===== src/rtl/glip_uart_pkg.sv =====
// Shared constants, state encodings and credit message type for the GLIP UART host link.
// No logic; imported by the host control top and its receive decoder.
package glip_uart_pkg;

  localparam logic [7:0] ESCAPE        = 8'hFE;
  localparam logic [7:0] CODE_LRST_SET = 8'h02;
  localparam logic [7:0] CODE_LRST_CLR = 8'h03;

  localparam int TX_CREDIT_W  = 16;
  localparam int DEV_CREDIT_W = 15;

  typedef enum logic [2:0] {
    TX_IDLE,
    TX_ESC,
    TX_CODE,
    TX_CRED_LO,
    TX_DATA
  } tx_state_t;

  typedef enum logic [1:0] {
    RX_NORM,
    RX_ESC,
    RX_CRED_LO
  } rx_state_t;

  typedef struct packed {
    logic                    vld;
    logic [DEV_CREDIT_W-1:0] value;
  } credit_msg_t;

endpackage


===== src/rtl/glip_uart_host_control_if.sv =====
// Host byte streams, UART byte transmitter/receiver handshakes and error flag of the host link.
// master is the protocol endpoint; slave is the surrounding host logic and UART pair.
interface glip_uart_host_control_if;
  logic [7:0] tx_data;
  logic       tx_valid;
  logic       tx_ready;
  logic [7:0] rx_data;
  logic       rx_valid;
  logic       rx_free;
  logic       logic_rst_req;
  logic [7:0] uart_tx_data;
  logic       uart_tx_enable;
  logic       uart_tx_done;
  logic [7:0] uart_rx_data;
  logic       uart_rx_enable;
  logic       error;

  modport master (
    input  tx_data, tx_valid, rx_free, logic_rst_req, uart_tx_done, uart_rx_data, uart_rx_enable,
    output tx_ready, rx_data, rx_valid, uart_tx_data, uart_tx_enable, error
  );

  modport slave (
    output tx_data, tx_valid, rx_free, logic_rst_req, uart_tx_done, uart_rx_data, uart_rx_enable,
    input  tx_ready, rx_data, rx_valid, uart_tx_data, uart_tx_enable, error
  );
endinterface


===== src/rtl/glip_uart_host_rx_decode.sv =====
// Unescapes device bytes; data strobe registered 1 cycle after uart_rx_enable, credit pulse same cycle.
// No backpressure: bytes arriving without device credit are dropped and flagged.
module glip_uart_host_rx_decode
  import glip_uart_pkg::*;
(
  input  logic        clk,
  input  logic        rst,
  input  logic [7:0]  uart_rx_data,
  input  logic        uart_rx_enable,
  input  logic        dev_credit_zero,
  output logic [7:0]  rx_data,
  output logic        rx_valid,
  output logic        data_take,
  output credit_msg_t credit,
  output logic        err
);

  rx_state_t  state, state_nxt;
  logic [6:0] cred_hi, cred_hi_nxt;
  logic       is_data;

  always_ff @(posedge clk or posedge rst) begin
    if (rst) begin
      state   <= RX_NORM;
      cred_hi <= '0;
    end else begin
      state   <= state_nxt;
      cred_hi <= cred_hi_nxt;
    end
  end

  always_comb begin
    state_nxt   = state;
    cred_hi_nxt = cred_hi;
    is_data     = 1'b0;
    credit      = '0;
    err         = 1'b0;
    data_take   = 1'b0;
    if (uart_rx_enable) begin
      case (state)
        RX_NORM: begin
          if (uart_rx_data == ESCAPE) state_nxt = RX_ESC;
          else                        is_data   = 1'b1;
        end
        RX_ESC: begin
          state_nxt = RX_NORM;
          if (uart_rx_data == ESCAPE) begin
            is_data = 1'b1;
          end else if (uart_rx_data[7]) begin
            cred_hi_nxt = uart_rx_data[6:0];
            state_nxt   = RX_CRED_LO;
          end else begin
            // includes the logic-reset codes, which only the host may send
            err = 1'b1;
          end
        end
        RX_CRED_LO: begin
          credit.vld   = 1'b1;
          credit.value = {cred_hi, uart_rx_data};
          state_nxt    = RX_NORM;
        end
        default: state_nxt = RX_NORM;
      endcase
    end
    data_take = is_data & ~dev_credit_zero;
    err       = err | (is_data & dev_credit_zero);
  end

  always_ff @(posedge clk or posedge rst) begin
    if (rst) begin
      rx_valid <= 1'b0;
      rx_data  <= '0;
    end else begin
      rx_valid <= data_take;
      if (data_take) rx_data <= uart_rx_data;
    end
  end

endmodule


===== src/rtl/glip_uart_host_control.sv =====
// GLIP UART host endpoint: escapes/credits outgoing bytes, decodes device traffic; uart_tx registered (+1 cycle).
// tx_ready only in IDLE with tx credit and no pending control/credit message; no rx backpressure.
module glip_uart_host_control
  import glip_uart_pkg::*;
#(
  parameter int INGRESS_CREDIT   = 4090,
  parameter int CREDIT_THRESHOLD = 64
) (
  input logic                      clk,
  input logic                      rst,
  glip_uart_host_control_if.master bus
);

  localparam logic [DEV_CREDIT_W-1:0] PENDING_INIT = DEV_CREDIT_W'(INGRESS_CREDIT);
  localparam logic [DEV_CREDIT_W-1:0] THRESH       = DEV_CREDIT_W'(CREDIT_THRESHOLD);

  tx_state_t               state, state_nxt;
  logic [TX_CREDIT_W-1:0]  tx_credit;
  logic [DEV_CREDIT_W-1:0] dev_credit;
  logic [DEV_CREDIT_W-1:0] pending;
  logic [DEV_CREDIT_W-1:0] grant, grant_nxt;
  logic [7:0]              second, second_nxt;
  logic                    is_cred, is_cred_nxt;
  logic                    lrst_sent, lrst_sent_nxt;
  logic                    load;
  logic [7:0]              load_byte;
  logic                    accept;
  logic                    grant_done;
  logic                    tx_ready_c;
  logic [7:0]              uart_tx_data_q;
  logic                    uart_tx_enable_q;
  logic                    error_q;
  logic [TX_CREDIT_W:0]    tx_credit_sum;
  logic                    tx_credit_ovf;

  logic [7:0]  dec_rx_data;
  logic        dec_rx_valid;
  logic        data_take;
  credit_msg_t dec_credit;
  logic        dec_err;

  glip_uart_host_rx_decode u_rx_decode (
    .clk             (clk),
    .rst             (rst),
    .uart_rx_data    (bus.uart_rx_data),
    .uart_rx_enable  (bus.uart_rx_enable),
    .dev_credit_zero (dev_credit == '0),
    .rx_data         (dec_rx_data),
    .rx_valid        (dec_rx_valid),
    .data_take       (data_take),
    .credit          (dec_credit),
    .err             (dec_err)
  );

  always_ff @(posedge clk or posedge rst) begin
    if (rst) begin
      state     <= TX_IDLE;
      grant     <= '0;
      second    <= '0;
      is_cred   <= 1'b0;
      lrst_sent <= 1'b0;
    end else begin
      state     <= state_nxt;
      grant     <= grant_nxt;
      second    <= second_nxt;
      is_cred   <= is_cred_nxt;
      lrst_sent <= lrst_sent_nxt;
    end
  end

  // Each state names the byte on the wire; CODE/CRED_LO load their byte once enable has dropped.
  always_comb begin
    state_nxt     = state;
    grant_nxt     = grant;
    second_nxt    = second;
    is_cred_nxt   = is_cred;
    lrst_sent_nxt = lrst_sent;
    load          = 1'b0;
    load_byte     = ESCAPE;
    accept        = 1'b0;
    grant_done    = 1'b0;
    tx_ready_c    = 1'b0;
    case (state)
      TX_IDLE: begin
        if (bus.logic_rst_req != lrst_sent) begin
          lrst_sent_nxt = bus.logic_rst_req;
          second_nxt    = bus.logic_rst_req ? CODE_LRST_SET : CODE_LRST_CLR;
          is_cred_nxt   = 1'b0;
          load          = 1'b1;
          state_nxt     = TX_ESC;
        end else if (pending >= THRESH) begin
          grant_nxt   = pending;
          second_nxt  = {1'b1, pending[14:8]};
          is_cred_nxt = 1'b1;
          load        = 1'b1;
          state_nxt   = TX_ESC;
        end else if (tx_credit != '0 && bus.tx_valid) begin
          tx_ready_c  = 1'b1;
          accept      = 1'b1;
          is_cred_nxt = 1'b0;
          load        = 1'b1;
          if (bus.tx_data == ESCAPE) begin
            second_nxt = ESCAPE;
            state_nxt  = TX_ESC;
          end else begin
            load_byte = bus.tx_data;
            state_nxt = TX_DATA;
          end
        end
      end
      TX_ESC: begin
        if (bus.uart_tx_done) state_nxt = TX_CODE;
      end
      TX_CODE: begin
        if (!uart_tx_enable_q) begin
          load      = 1'b1;
          load_byte = second;
        end else if (bus.uart_tx_done) begin
          state_nxt = is_cred ? TX_CRED_LO : TX_IDLE;
        end
      end
      TX_CRED_LO: begin
        if (!uart_tx_enable_q) begin
          load      = 1'b1;
          load_byte = grant[7:0];
        end else if (bus.uart_tx_done) begin
          grant_done = 1'b1;
          state_nxt  = TX_IDLE;
        end
      end
      TX_DATA: begin
        if (bus.uart_tx_done) state_nxt = TX_IDLE;
      end
      default: state_nxt = TX_IDLE;
    endcase
  end

  always_ff @(posedge clk or posedge rst) begin
    if (rst) begin
      uart_tx_enable_q <= 1'b0;
      uart_tx_data_q   <= '0;
    end else if (load) begin
      uart_tx_enable_q <= 1'b1;
      uart_tx_data_q   <= load_byte;
    end else if (bus.uart_tx_done) begin
      uart_tx_enable_q <= 1'b0;
    end
  end

  // Accept can only happen with tx_credit > 0, so the sum never underflows.
  always_comb begin
    tx_credit_sum = {1'b0, tx_credit}
                  + (dec_credit.vld ? (TX_CREDIT_W+1)'(dec_credit.value) : '0)
                  - (TX_CREDIT_W+1)'(accept);
    tx_credit_ovf = tx_credit_sum[TX_CREDIT_W];
  end

  always_ff @(posedge clk or posedge rst) begin
    if (rst) begin
      tx_credit  <= '0;
      dev_credit <= '0;
      pending    <= PENDING_INIT;
      error_q    <= 1'b0;
    end else begin
      tx_credit  <= tx_credit_ovf ? '1 : tx_credit_sum[TX_CREDIT_W-1:0];
      dev_credit <= dev_credit + (grant_done ? grant : '0) - DEV_CREDIT_W'(data_take);
      pending    <= pending - (grant_done ? grant : '0) + DEV_CREDIT_W'(bus.rx_free);
      error_q    <= error_q | dec_err | tx_credit_ovf;
    end
  end

  assign bus.tx_ready       = tx_ready_c;
  assign bus.rx_data        = dec_rx_data;
  assign bus.rx_valid       = dec_rx_valid;
  assign bus.uart_tx_data   = uart_tx_data_q;
  assign bus.uart_tx_enable = uart_tx_enable_q;
  assign bus.error          = error_q;

endmodule


===== src/flat_wrapper.sv =====
// flat-port wrapper written by rule: the top's interface ports become plain ports
module glip_uart_host_control_flat import glip_uart_pkg::*;
#(
  parameter int INGRESS_CREDIT   = 4090,
  parameter int CREDIT_THRESHOLD = 64
)
  (clk, rst, bus_tx_data, bus_tx_valid, bus_rx_free, bus_logic_rst_req, bus_uart_tx_done, bus_uart_rx_data, bus_uart_rx_enable, bus_tx_ready, bus_rx_data, bus_rx_valid, bus_uart_tx_data, bus_uart_tx_enable, bus_error);
  glip_uart_host_control_if bus_i ();
  input logic clk;
  input logic rst;
  input wire logic [$bits(bus_i.tx_data)-1:0] bus_tx_data;
  input wire logic [$bits(bus_i.tx_valid)-1:0] bus_tx_valid;
  input wire logic [$bits(bus_i.rx_free)-1:0] bus_rx_free;
  input wire logic [$bits(bus_i.logic_rst_req)-1:0] bus_logic_rst_req;
  input wire logic [$bits(bus_i.uart_tx_done)-1:0] bus_uart_tx_done;
  input wire logic [$bits(bus_i.uart_rx_data)-1:0] bus_uart_rx_data;
  input wire logic [$bits(bus_i.uart_rx_enable)-1:0] bus_uart_rx_enable;
  output wire logic [$bits(bus_i.tx_ready)-1:0] bus_tx_ready;
  output wire logic [$bits(bus_i.rx_data)-1:0] bus_rx_data;
  output wire logic [$bits(bus_i.rx_valid)-1:0] bus_rx_valid;
  output wire logic [$bits(bus_i.uart_tx_data)-1:0] bus_uart_tx_data;
  output wire logic [$bits(bus_i.uart_tx_enable)-1:0] bus_uart_tx_enable;
  output wire logic [$bits(bus_i.error)-1:0] bus_error;
  assign bus_i.tx_data = bus_tx_data;
  assign bus_i.tx_valid = bus_tx_valid;
  assign bus_i.rx_free = bus_rx_free;
  assign bus_i.logic_rst_req = bus_logic_rst_req;
  assign bus_i.uart_tx_done = bus_uart_tx_done;
  assign bus_i.uart_rx_data = bus_uart_rx_data;
  assign bus_i.uart_rx_enable = bus_uart_rx_enable;
  assign bus_tx_ready = bus_i.tx_ready;
  assign bus_rx_data = bus_i.rx_data;
  assign bus_rx_valid = bus_i.rx_valid;
  assign bus_uart_tx_data = bus_i.uart_tx_data;
  assign bus_uart_tx_enable = bus_i.uart_tx_enable;
  assign bus_error = bus_i.error;
  glip_uart_host_control #(.INGRESS_CREDIT(INGRESS_CREDIT), .CREDIT_THRESHOLD(CREDIT_THRESHOLD)) u_core (.clk(clk), .rst(rst), .bus(bus_i));
endmodule

===== config.mk =====
export PLATFORM = sky130hd
export DESIGN_NAME = glip_uart_host_control_flat
export DESIGN_NICKNAME = d
export VERILOG_FILES = /design/src/rtl/glip_uart_pkg.sv /design/src/rtl/glip_uart_host_control_if.sv /design/src/rtl/glip_uart_host_rx_decode.sv /design/src/rtl/glip_uart_host_control.sv /design/src/flat_wrapper.sv
export SDC_FILE = /design/constraint.sdc
export NUM_CORES = 1
export LEC_CHECK = 0
export BUFFER_PORTS_ARGS = -buffer_cell sky130_fd_sc_hd__buf_2
export CAP_MARGIN = 10
export CORE_MARGIN = 3
export CORE_UTILIZATION = 35
export DETAILED_ROUTE_END_ITERATION = 10
export PLACE_DENSITY = 0.5
export RECOVER_POWER = 50
export SLEW_MARGIN = 30
export SYNTH_ARGS = -nofsm -noshare
export SYNTH_HDL_FRONTEND = slang
export SYNTH_SLANG_ARGS = --single-unit

===== constraint.sdc =====
create_clock -name clk -period 7.1 [get_ports clk]
set_clock_uncertainty 0.15 [all_clocks]
set_input_delay 2.13 -clock clk [delete_from_list [all_inputs] [get_ports clk]]
set_output_delay 2.13 -clock clk [all_outputs]
set_load 0.02 [all_outputs]

==> flow_metrics.tcl <==
set metrics [dict create \
    overflow 0 \
    setup_viol 0 \
    ctsResizeCount 0 \
    core_sq_um 18900 \
    cp_top_family "simple AND/OR/NAND/NOR gates" \
    final_common_cell "inv_1" \
    rows 50 \
    drc 0 \
    ys_seq_area_frac 0.376 \
    crit_buf_inv 4 \
    powerDensity_nw_per_um2 525 \
    grt_pass1_wl_um 26600 \
    critical_path.startpoint "bus_uart_rx_data[7]" \
    sequentialPowerShare 0.266 \
    drv_cap 1 \
    worstSkewPairLatency_ps 350 \
    die_h_um 146 \
    vias_per_cell 4.88 \
    p_leak_uw 0.00365 \
    die_area_sq_um 21200 \
    synthMuxAreaShare 0.0563 \
    root_buffer "clkbuf_16" \
    cts_buffers 9 \
    wl_per_cell_um 14.9 \
    critPathArrivalTime_ps 5920 \
    synthSimpleGateAreaFrac 0.131 \
    fin_crit_sh 0.816 \
    syn-num-nets 854 \
    holdBufCountCts 0 \
    fin_setup_tns_ps 0 \
    cts.clk_slew.worst_paths_ps 70 \
    worstSetupPathType "in2reg" \
    final_cell_mix "inv_1, dfrtp_1, nand2_1" \
    cp_data_required_time_ps 7230 \
    ys_warn_count 0 \
    grt_antenna_before_repair 0 \
    async_reset_ff_frac 1.00 \
    p_sw_uw 1780 \
    power_frac_comb 0.614 \
    r2r_start "u_core.pending[10]$_DFF_PP1_" \
    grt_max_degree 56 \
    htree_levels 3 \
    crit_fanout 10 \
    rsz0062_at_grt "false" \
    timing.fmax_ghz 0.173 \
    hold_path_startpoint "u_core.u_rx_decode.rx_data[4]$_DFFE_PP0P_" \
    cts_tree "built" \
    synth-xor-area-share 0.0565 \
    path_cells "clkbuf_1 > nand4_1 > nor4_1 > xnor2_1 > nand3_1 > clkinv_1 > ha_1 > inv_1 > ha_1 > inv_1 > fa_1 > nor2b_1 > o21a_1 > o21ai_0 > a211oi_1 > a21oi_1 > a21oi_1 > xor2_1" \
    ctsLongestPathBuffers 2 \
    slew_viol_final 56 \
    numPortBuffers 42 \
    grt_pass1_vias 5310 \
    startpoint_type "input port" \
    synth.avg_cell_area_sq_um 9.20 \
    die_w_um 146 \
    crit_path_end_kind "flip-flop" \
    violations "max-capacitance violations, max-slew violations" \
    outcome "finished with violations" \
    vdd_drop_max_v 0.000136 \
    layout-drive-gt1-share 0.121 \
    cts_sinks 102 \
    synthDistinctLibCells 56 \
    cts_setup_buffers 0 \
    fin_crit_ps 5790 \
    wl_um 15600 \
    maxSlewHeadroom -0.732 \
    synth_compound_area_frac 0.137 \
    worstHoldPathType "reg2reg" \
    synth_flop_cell "dfrtp_1" \
    netlist_area_sq_um 6820 \
    num_vias 5128 \
    postRouteAntennaNets 0 \
    place_congestion 0.852 \
    clock_power_share 0.120 \
    synth-edff-count 0 \
    first_iter_violations 256 \
    num_io_pins 43 \
    power_uw 3990 \
    hold_viol_final 0 \
    final_nets 899 \
    worst_pin_slew_ps 2580 \
    area_delta_synth_final_pct 11.4 \
    start_util 0.361 \
    hpwl_um 12200 \
    grtUsageTotal 0.152 \
    synth-adder-area-share 0.170 \
    diodes 0 \
    cp_slowest_cell "nor4_1" \
    firstDrtPassIters 4 \
    ys_ff_latch 102 \
    internal_power_uw 2210 \
    max_stage_delay_ps 500 \
    p_sw_frac 0.445 \
    postSynthCellCount 741 \
    fill_cells 1948 \
    synth_top_family_by_area "adder cells" \
]
tightest hold or removal path, delay by kind of cell (launching register included):
| kind | cells | cell delay [ps] |
|---|---|---|
| simple gates | 2 | 110 |
| flops | 1 | 340 |
layer usage:
layer  vias up  global-route usage  wire, um
li1       2612                   -         -
met1      2455               0.210      7790
met2        51               0.251      7300
met3        10              0.0240       361
met4         0              0.0394       159
met5         -                   0         0
synth_stat cells (all sizes together), types with 4 or more instances:
cell	instances	area [sq um]
nand3	10	50.1
a21oi	36	180
o21ai	50	254
and3	4	25.0
o211ai	9	67.6
nor2b	8	50.1
nand4	6	37.5
xnor2	25	219
o21a	4	30.0
inv	112	420
xor2	19	166
nand2	92	348
clkbuf	10	37.5
nor2	35	134
nand2b	7	43.8
a211oi	5	37.5
nor4	9	71.3
a31oi	11	68.8
nor3	7	35.0
a21o	15	113
dfrtp	92	2300
buf	5	33.8
a2111oi	4	35.0
mux2	32	364
dfstp	10	263
ha	87	1090
sequential cells by signal, indices dropped and copies added, names as in the netlist:
signal,cells
u_core.bus.error,1
u_core.bus.uart_tx_data,8
u_core.bus.uart_tx_enable,1
u_core.dev_credit,15
u_core.grant,15
u_core.is_cred,1
u_core.lrst_sent,1
u_core.pending,15
u_core.second,8
u_core.state,3
u_core.tx_credit,16
u_core.u_rx_decode.cred_hi,7
u_core.u_rx_decode.rx_data,8
u_core.u_rx_decode.rx_valid,1
u_core.u_rx_decode.state,2
cells by family (layout without fill, tap and decap cells):
family	after synthesis	count (layout)
and+or+nand+nor	190	190
AOI/OAI and AO/OA	152	152
buffers and inverters	128	178
DFF	102	102
adders and majority gates	91	91
xor gates and xnor gates	44	44
muxes	34	34
stage by stage:
| stage | cells | area, sq um | hold slack, ps | util | worst slack, ps |
|---|---|---|---|---|---|
| final | 1051 | 7590 | 331 | 0.402 | 1310 |
| after detailed placement | 1035 | 7340 | 310 | 0.388 | 739 |
| after CTS | 1051 | 7610 | 327 | 0.403 | 1110 |
| after global placement | 1035 | 7340 | 305 | 0.388 | 814 |
| after global routing | 1051 | 7590 | 351 | 0.402 | 909 |
| after floorplan | 741 | 6820 | 300 | - | 1130 |
area by class of cell:
class                           instances  area, sq um  share of cell area
Multi-Input combinational cell        511         3760               0.496
Sequential cell                       102         2560               0.338
Inverter                              113          425              0.0560
Tap cell                              260          325              0.0428
Clock buffer                           11          243              0.0320
Timing Repair Buffer                   49          234              0.0308
Clock inverter                          5         35.0             0.00461
worst paths after layout:
| check | to | slack [ps] | cells after the start |
|---|---|---|---|
| max in group asynchronous | u_core.tx_credit[14]$_DFF_PP0_ | 2930 | 3 |
| worst max register to register | u_core.tx_credit[13]$_DFF_PP0_ | 2080 | 18 |
| worst min register to register | u_core.u_rx_decode.rx_data[4]$_DFFE_PP0P_ | 330 | 2 |
| worst max-delay path | u_core.dev_credit[12]$_DFF_PP0_ | 1310 | 18 |
| worst min-delay path | u_core.u_rx_decode.rx_data[4]$_DFFE_PP0P_ | 330 | 2 |
| min in group asynchronous | u_core.u_rx_decode.rx_data[6]$_DFFE_PP0P_ | 2340 | 2 |
power groups by stage:
stage               clock network [uW]  logic [uW]  registers (uW)
detailed placement                   0        2450            1070
floorplan                            0        1960            1010
finish                             479        2450            1060
CTS                                495        2470            1060
global route                       518        2790            1100
global placement                     0        2410            1060
Power figures use the tool's default switching activity.
